[src/rtl/cpu_controller.sv]
// Instruction register, decoder and Moore sequencer for the 16-bit register/ALU datapath.
// Control strobes are registered from the next state, so they always equal the decode of the current state.
module cpu_controller (
  input  logic        clk,
  input  logic        reset,
  input  logic        load,
  input  logic [15:0] in,
  input  logic        s,
  output logic        w,
  output logic        illegal,
  output logic [1:0]  vsel,
  output logic [2:0]  writenum,
  output logic [2:0]  readnum,
  output logic        write,
  output logic        loada,
  output logic        loadb,
  output logic        loadc,
  output logic        loads,
  output logic        asel,
  output logic        bsel,
  output logic [1:0]  shift,
  output logic [1:0]  ALUop,
  output logic [15:0] sximm8,
  output logic [15:0] sximm5
);

  localparam int unsigned IR_W  = 16;
  localparam int unsigned REG_W = 3;

  typedef enum logic [2:0] {
    S_WAIT, S_DECODE, S_WRITE_IMM, S_GET_A, S_GET_B, S_EXEC, S_WRITE_REG
  } state_t;

  typedef struct packed {
    logic             w;
    logic             illegal;
    logic [1:0]       vsel;
    logic [REG_W-1:0] writenum;
    logic [REG_W-1:0] readnum;
    logic             write;
    logic             loada;
    logic             loadb;
    logic             loadc;
    logic             loads;
    logic             asel;
    logic             bsel;
    logic [1:0]       alu_op;
  } ctrl_t;

  state_t          state_q, state_d;
  logic [IR_W-1:0] ir_q, ir_d;
  ctrl_t           ctrl_q, ctrl_d;

  logic [2:0]       opcode;
  logic [1:0]       op;
  logic [REG_W-1:0] rn, rd, rm;
  logic             is_mov_imm, is_mov_reg, is_alu, is_cmp, is_mvn, is_legal;

  // IR only changes in WAIT, so ir_d equals ir_q for the whole instruction
  always_comb begin
    ir_d = ir_q;
    if (load && (state_q == S_WAIT)) ir_d = in;
  end

  assign opcode = ir_d[15:13];
  assign op     = ir_d[12:11];
  assign rn     = ir_d[10:8];
  assign rd     = ir_d[7:5];
  assign rm     = ir_d[2:0];

  assign is_mov_imm = (opcode == 3'b110) && (op == 2'b10);
  assign is_mov_reg = (opcode == 3'b110) && (op == 2'b00);
  assign is_alu     = (opcode == 3'b101);
  assign is_cmp     = is_alu && (op == 2'b01);
  assign is_mvn     = is_alu && (op == 2'b11);
  assign is_legal   = is_mov_imm || is_mov_reg || is_alu;

  always_ff @(posedge clk or posedge reset) begin
    if (reset) begin
      state_q  <= S_WAIT;
      ir_q     <= '0;
      ctrl_q   <= '0;
      ctrl_q.w <= 1'b1;
    end else begin
      state_q <= state_d;
      ir_q    <= ir_d;
      ctrl_q  <= ctrl_d;
    end
  end

  // Next state, then the Moore outputs belonging to that next state
  always_comb begin
    state_d = state_q;
    ctrl_d  = '0;

    case (state_q)
      S_WAIT:      if (s) state_d = S_DECODE;
      S_DECODE: begin
        if (is_mov_imm)               state_d = S_WRITE_IMM;
        else if (is_mov_reg || is_mvn) state_d = S_GET_B;
        else if (is_alu)              state_d = S_GET_A;
        else                          state_d = S_WAIT;
      end
      S_GET_A:     state_d = S_GET_B;
      S_GET_B:     state_d = S_EXEC;
      S_EXEC:      state_d = is_cmp ? S_WAIT : S_WRITE_REG;
      S_WRITE_IMM: state_d = S_WAIT;
      S_WRITE_REG: state_d = S_WAIT;
      default:     state_d = S_WAIT;
    endcase

    case (state_d)
      S_WAIT:   ctrl_d.w = 1'b1;
      S_DECODE: ctrl_d.illegal = !is_legal;
      S_WRITE_IMM: begin
        ctrl_d.writenum = rn;
        ctrl_d.vsel     = 2'b01;
        ctrl_d.write    = 1'b1;
      end
      S_GET_A: begin
        ctrl_d.readnum = rn;
        ctrl_d.loada   = 1'b1;
      end
      S_GET_B: begin
        ctrl_d.readnum = rm;
        ctrl_d.loadb   = 1'b1;
      end
      S_EXEC: begin
        ctrl_d.asel   = is_mov_reg || is_mvn;
        ctrl_d.bsel   = 1'b0;
        ctrl_d.alu_op = is_mov_reg ? 2'b00 : op;
        ctrl_d.loads  = is_cmp;
        ctrl_d.loadc  = !is_cmp;
      end
      S_WRITE_REG: begin
        ctrl_d.writenum = rd;
        ctrl_d.vsel     = 2'b11;
        ctrl_d.write    = 1'b1;
      end
      default: ;
    endcase
  end

  assign w        = ctrl_q.w;
  assign illegal  = ctrl_q.illegal;
  assign vsel     = ctrl_q.vsel;
  assign writenum = ctrl_q.writenum;
  assign readnum  = ctrl_q.readnum;
  assign write    = ctrl_q.write;
  assign loada    = ctrl_q.loada;
  assign loadb    = ctrl_q.loadb;
  assign loadc    = ctrl_q.loadc;
  assign loads    = ctrl_q.loads;
  assign asel     = ctrl_q.asel;
  assign bsel     = ctrl_q.bsel;
  assign ALUop    = ctrl_q.alu_op;

  assign shift  = ir_q[4:3];
  assign sximm8 = {{8{ir_q[7]}}, ir_q[7:0]};
  assign sximm5 = {{11{ir_q[4]}}, ir_q[4:0]};

endmodule
[config.mk]
export PLATFORM = sky130hd
export DESIGN_NAME = cpu_controller
export DESIGN_NICKNAME = d
export VERILOG_FILES = /design/src/rtl/cpu_controller.sv
export SDC_FILE = /design/constraint.sdc
export NUM_CORES = 1
export LEC_CHECK = 0
export ABC_CLOCK_PERIOD_IN_PS = 3690
export BUFFER_PORTS_ARGS = -buffer_cell sky130_fd_sc_hd__buf_2
export CAP_MARGIN = 20
export CORE_MARGIN = 1
export CORE_UTILIZATION = 31
export CTS_CLUSTER_DIAMETER = 60
export DETAILED_ROUTE_END_ITERATION = 8
export MAX_ROUTING_LAYER = met4
export PLACE_DENSITY_LB_ADDON = 0.08
export RECOVER_POWER = 25
export SYNTH_ARGS = -nofsm -noshare
export SYNTH_HDL_FRONTEND = slang
export SYNTH_SLANG_ARGS = --single-unit
[constraint.sdc]
create_clock -name clk -period 3.69 [get_ports clk]
set_input_delay 0.369 -clock clk [delete_from_list [all_inputs] [get_ports clk]]
set_output_delay 0.369 -clock clk [all_outputs]
set_load 0.02 [all_outputs]
==> results of run 1 <==
## per-stage QoR
| stage | hold WS (ps) | total power, mW | worst slack [ps] |
|---|---|---|---|
| final | 324.1 | 1.956 | 1557 |
| after global routing | 310.1 | 2.102 | 1399 |
| after CTS | 173.6 | 1.991 | 1500 |
| after detailed placement | 497.9 | 1.682 | 1530 |
| after global placement | 492.9 | 1.683 | 1589 |
| after floorplan | 498.6 | 1.623 | 2038 |
## final cells by class
cell class,count,area (um2),area share [%]
sequential,36,902.1,44.64
multi-input combinational,67,546.8,27.06
inverter,5,18.77,0.9288
clock inverter,2,13.76,0.6811
clock buffer,6,82.58,4.087
timing repair buffer,73,366.6,18.14
tap,72,90.09,4.458
## layer usage
| layer | routed length [um] | vias to the layer above | track usage, % |
|---|---|---|---|
| met4 | 61 | 0 | 5.660 |
| met2 | 1599 | 49 | 20.18 |
| li1 | - | 556 | - |
| met1 | 1533 | 541 | 15.90 |
| met5 | 0 | - | - |
| met3 | 237 | 6 | 4.643 |
## worst max-delay path, stage by stage (launching register included)
cell and delay [ps]:
dfrtp_1 460, nor4b_4 660, buf_4 310, and4b_1 300, o21bai_1 160, nand3_2 110, nor3b_2 50
## worst max-delay path by stage
stage                                    start               endpoint  cells after the start
after floorplan           state_q[1]$_DFF_PP0_  writenum[2]$_DFF_PP0_                      5
after global placement    state_q[1]$_DFF_PP0_            w$_DFF_PP1_                      6
after detailed placement  state_q[1]$_DFF_PP0_            w$_DFF_PP1_                      6
after CTS                 state_q[1]$_DFF_PP0_            w$_DFF_PP1_                      6
after global routing      state_q[1]$_DFF_PP0_            w$_DFF_PP1_                      6
final                     state_q[1]$_DFF_PP0_            w$_DFF_PP1_                      6
## report_power, final
group,switching [mW],internal [mW],total (mW),leakage (nW)
sequential,0.138,0.554,0.692,0.457
clock,0.138,0.152,0.291,0.0516
combinational,0.602,0.371,0.973,0.577
## flip-flops by register name (all words and copies together) (netlist names), 2 cells and up
register and cells:
readnum 3, ALUop 2, writenum 3, ir_q 16, state_q 3
## cells in the mapped netlist, types with 2 or more instances
master / count
buf_4: 36
dfrtp_1: 35
mux2_2: 16
nand2_1: 6
a22oi_1: 4
and3_1: 4
inv_1: 4
nor2_1: 4
a21o_1: 3
o2bb2ai_1: 3
a22o_1: 2
nand3b_1: 2
## cell families (layout without fill, tap and decap cells)
logic type	after synthesis	after routing	share of synthesized area (%)
flops	36	36	51.43
other cells	1	1	0.2138
simple gates	29	29	11.20
buf+inv	43	86	17.40
compound gates	20	20	8.916
mux	17	17	10.84
## placed cells by master, fill, tap and decap left out, drive strengths merged, types with 3 or more instances in the layout
cell,instances
a21o,3
nand2,6
nor2,4
clkbuf,7
o2bb2ai,3
buf,72
inv,6
and3,4
mux2,16
a22oi,4
dfrtp,35
==> impl_results.md, run 1 <==
- Vias: 1152
- Synth Net Count: 166
- Gpl congestion: around 0.76
- Min cycle time layout: between 2000 and 2500 ps
- Clock skew: between 9 and 10 ps
- Final Max Slew Viols: 37
- Die Y: ~77 um
- Port bufs: 71
- Vias in the first global route: 1178
- Cts-stage hold buffer count: 0
- RR Endpoint: w$_DFF_PP1_
- DIE AREA: around 0.006 mm2
- Post_cts resized: 0
- Post-CTS setup buffers: 0
- Global-route wire length before repair: ~5.9 mm
- Measured slew at the worst slew-check pin: 1862 ps
- Total wire length: about 3.4 mm
- Dpl cells: roughly 250
- I/O pin cnt: between 70 and 80
- Wire length per cell: 13.15 um
- Largest net degree at the start of global routing: 37
- Core Area: roughly 0.0055 mm2
- Maxcap violations: 1
- Cell depth of the worst hold path: 2
- Post-layout util: a little under two fifths
- Area share of the largest cell type after synthesis: roughly 50%
- Final Cell Area: 0.002021 mm2
- Kind of critical path: register to register
- Hold Startpoint: in[4]
- Top FF cell, synth: dfrtp_1
- CP startpoint kind: register
- Number of flops mapped to enable cells by yosys: 0
- Syn. warnings: 0
- Fraction of registers with async set/reset: 100.0%
- Status: finished with violations
- RR Startpoint: state_q[1]$_DFF_PP0_
- Reg2reg path depth: 6
- DRT iter0 DRCs: 61
- Relative slew slack: -24.12%
- RSZ-0062 raised after global routing: no
- Max Clock Freq: roughly 0.47 GHz
- Crit path capture type: register
- Synth cell types: 39
- Hold Path End: ir_q[4]$_DFFE_PP0N_
- Starting Density: between 30% and 40%
- R2r setup slk: 1560 ps
- Vias per inst: around 4.4
- CP Max Fanout: 13
- Dominant cell type by area after synthesis: dfrtp_1
- Num Clock Sinks: 36
- Worst path required time: 3910 ps
- Avg Cell Area, Syn: 12.01 um2
- Post-synthesis sequential area ratio: roughly 50%
- CTS Buf Count: 5
- Power per Cell Area: ~970 mW/mm2
- DP Wirelength: roughly 2.6 mm
- Filler instances: 570
- Register bit total from synthesis: 36
- Failing checks: capacitance limit, slew limit
- Setup Viol. Count Final: 0
- Gr ovfl total: 0
- Remaining antenna violation count after routing: 0
- Die X: 77.23 um
- Worst-Skew Late Latency: 290 ps
- GRT Total Usage: about an eighth
- HP Class: input port to register
- Arrival time at the worst endpoint: approximately 2400 ps
- Final non-filler cell total: between 200 and 300
- Leakage: roughly 1.1 nW
- Root buffer cell: clkbuf_8
- Initial antenna violation count: 0
- Final setup TNS: 0 ps
- Final hold vios: 0
- Total iterations of the first detailed-routing run: 6
- Longest Clk Path Bufs: 2
- Antenna cells: 0
- Post-layout nets: between 200 and 250
- Synthesized area: roughly 0.0018 mm2
- Area delta synth->final: 15.19%
- CTS tree: done
- Placed inst area: approximately 0.0019 mm2
- Peak supply drop: ~0.28 mV
- Final period utilization: 57.81%
- Number of H-tree levels: 2
- Row Count: 27
- Area contributors post-synth: dfrtp_1 50%, buf_4 15%, mux2_2 10%
- DRC Markers: 0
- Layout cells sized above 1: 53.97%
- Clock transition at the registers of the reported paths: around 70 ps
- Syn Inst Count: 146
No activity file was read; power rests on OpenSTA's default activity.
==> inputs of run 2 (changes only) <==
ABC_CLOCK_PERIOD_IN_PS = 2140   (was 3690)
clock period = 2.14 ns   (was 3.69 ns; I/O delays follow)
==> run 2 against run 1 <==
Net effect:
- the run still ends with capacitance limit, slew limit left
- maximum frequency increased by 14%
- first-iteration DRC count decreased by 33%
- clock power increased by 100%
==> impl_results.md, run 2 (same netlist as run 1, synthesis figures left out) <==
- DRT iter0 DRCs: 41 (was 61)
- Min cycle time layout: 1873 ps (was 2133 ps)
- Total iterations of the first detailed-routing run: 4 (was 6)
- CP Max Fanout: 12 (was 13)
- Core Area: 0.005473 mm2 (unchanged)
- Gpl congestion: 0.8217 (was 0.7576)
- Peak supply drop: 0.5320 mV (was 0.2833 mV)
- Die Y: 77.23 um (unchanged)
- DIE AREA: 0.005964 mm2 (unchanged)
- Wire length per cell: 13.14 um (was 13.15 um)
- Arrival time at the worst endpoint: 2100 ps (was 2350 ps)
- Filler instances: 559 (was 570)
- Starting Density: 32.05% (unchanged)
- Critical path's slowest cell: dfrtp_1 (was nor4b_4)
- RSZ-0062 raised after global routing: no (unchanged)
- Critical-path cell list: nor4b_4, buf_4, and4b_1, o21bai_1, nand3_2, nor3b_2 (unchanged)
- Vias per inst: 4.416 (was 4.414)
- Final hold vios: 0 (unchanged)
- Clock transition at the registers of the reported paths: 70 ps (about the same)
- Crit path capture type: register (unchanged)
- Worst setup path start: state_q[1]$_DFF_PP0_ (unchanged)
- Failing checks: capacitance limit, slew limit (unchanged)
- Max reg flops: 16 (unchanged)
- Power per Cell Area: 1697 mW/mm2 (was 968.0 mW/mm2)
- Num Clock Sinks: 36 (unchanged)
- Measured slew at the worst slew-check pin: 1857 ps (was 1862 ps)
- Number of H-tree levels: 2 (unchanged)
- Crit path max-delay family: simple AND/OR/NAND/NOR gates (unchanged)
- Post-layout util: 37.27% (was 36.92%)
- Setup Viol. Count Final: 0 (unchanged)
- Initial antenna violation count: 0 (unchanged)
- Final Cell Area: 0.002039 mm2 (was 0.002021 mm2)
- Post-layout nets: 209 (was 208)
- Clock skew: 10.26 ps (was 9.094 ps)
- Root buffer cell: clkbuf_8 (unchanged)
- Port bufs: 71 (unchanged)
- HP Class: input port to register (unchanged)
- Largest stage delay, worst path: 460 ps (was 660 ps)
- Longest Clk Path Bufs: 2 (unchanged)
- Maxcap violations: 1 (unchanged)
- RR Endpoint: w$_DFF_PP1_ (unchanged)
- RR Startpoint: state_q[1]$_DFF_PP0_ (unchanged)
- Status: finished with violations (unchanged)
- R2r setup slk: 270 ps (was 1560 ps)
- Worst-Skew Late Latency: 290 ps (about the same)
- Total wire length: 3.443 mm (was 3.431 mm)
- Vias in the first global route: 1090 (was 1178)
- Post-CTS setup buffers: 0 (unchanged)
- Global-route wire length before repair: 5.485 mm (was 5.858 mm)
- Gr ovfl total: 0 (unchanged)
- Largest net degree at the start of global routing: 37 (unchanged)
- Area delta synth->final: 16.26% (was 15.19%)
- Reg2reg path depth: 6 (unchanged)
- Worst Setup EP: w$_DFF_PP1_ (unchanged)
- Worst path required time: 2370 ps (was 3910 ps)
- Max Clock Freq: 0.5339 GHz (was 0.4688 GHz)
- Layout cells sized above 1: 53.68% (was 53.97%)
- Fin Hold WS: 161.0 ps (was 324.1 ps)
- Antenna cells: 0 (unchanged)
- I/O pin cnt: 73 (unchanged)
- DP Wirelength: 2.621 mm (was 2.587 mm)
- Final setup TNS: 0 ps (unchanged)
- Row Count: 27 (unchanged)
- Post_cts resized: 0 (unchanged)
- Relative slew slack: -23.81% (was -24.12%)
- Final period utilization: 87.53% (was 57.81%)
- CP startpoint kind: register (unchanged)
- Reg area: 902.1 um2 (unchanged)
- Placed inst area: 0.001936 mm2 (was 0.001928 mm2)
- GRT Total Usage: 12.80% (was 13.28%)
- Total Power: 3.460 mW (was 1.956 mW)
- Final Max Slew Viols: 37 (unchanged)
- Most common cell after layout, fill and taps aside: buf_2 (unchanged)
- Leakage: 1.094 nW (was 1.085 nW)
- CTS tree: done (unchanged)
- Kind of critical path: register to register (unchanged)
- Cts-stage hold buffer count: 0 (unchanged)
- Remaining antenna violation count after routing: 0 (unchanged)
- DRC Markers: 0 (unchanged)
- Multi-input gate area: 546.8 um2 (unchanged)
- Die X: 77.23 um (unchanged)
- Vias: 1157 (was 1152)
- CTS Buf Count: 5 (unchanged)
- Biggest register: ir_q (unchanged)
- Worst path bufs/invs: 1 (unchanged)
- Levels on crit path: 6 (unchanged)
- Most frequent cells in the layout: 71 x buf_2, 35 x dfrtp_1, 16 x mux2_2 (unchanged)
run 2: cell types whose count changed in the layout (fill, tap and decap cells not counted), sizes merged:
cell,delta
inv,-1
buf,+1
bufinv,+1
run 2: power by group:
group          switching (mW)  total (mW)  internal (mW)
Combinational            1.03        1.68          0.649
Sequential              0.235        1.19          0.955
Clock                   0.241       0.587          0.346
run 2: worst min-delay path by stage:
stage          slack [ps]                  end  cells past startpoint  startpoint
5_1_grt               160  ir_q[4]$_DFFE_PP0N_                      2       in[4]
3_5_place_dp          340      loadb$_DFF_PP0_                      3       reset
2_1_floorplan         370   ir_q[11]$_DFF_PP0_                      1      in[11]
3_3_place_gp          340      loadb$_DFF_PP0_                      3       reset
6_report              160  ir_q[4]$_DFFE_PP0N_                      2       in[4]
4_1_cts                20      loads$_DFF_PP0_                      3       reset
run 2: final cells by class:
cell class,count,area share [%]
flip-flops and latches,36,44.23
clock buffers,6,3.558
inverters,5,0.9202
multi-input cells,67,26.81
repair buffers,74,18.34
clock inverters,2,1.718
well taps,72,4.417
run 2: per-stage QoR:
step | setup slack (ps) | std cells
floorplan | 488.1 | 146
global placement | 345.5 | 254
detailed placement | 284.6 | 254
CTS | 264.6 | 262
global route | 79.71 | 262
finish | 266.8 | 262
run 2: routing by layer:
metal / part of all wire (%) / up-vias / global-route usage, % / wire length [um]
li1: - / 554 / - / -
met4: 1.9 / 0 / 6.226 / 64
met2: 44 / 49 / 18.14 / 1531
met3: 7.1 / 7 / 4.286 / 245
met1: 47 / 547 / 16.24 / 1601
met5: 0 / - / - / 0
run 2: worst reg2reg max path, delay by kind of cell (launching register included):
| family | cells | cell delay (ps) |
|---|---|---|
| compound gates | 1 | 160 |
| simple gates | 4 | 920 |
| buf+inv | 1 | 270 |
| flops | 1 | 460 |
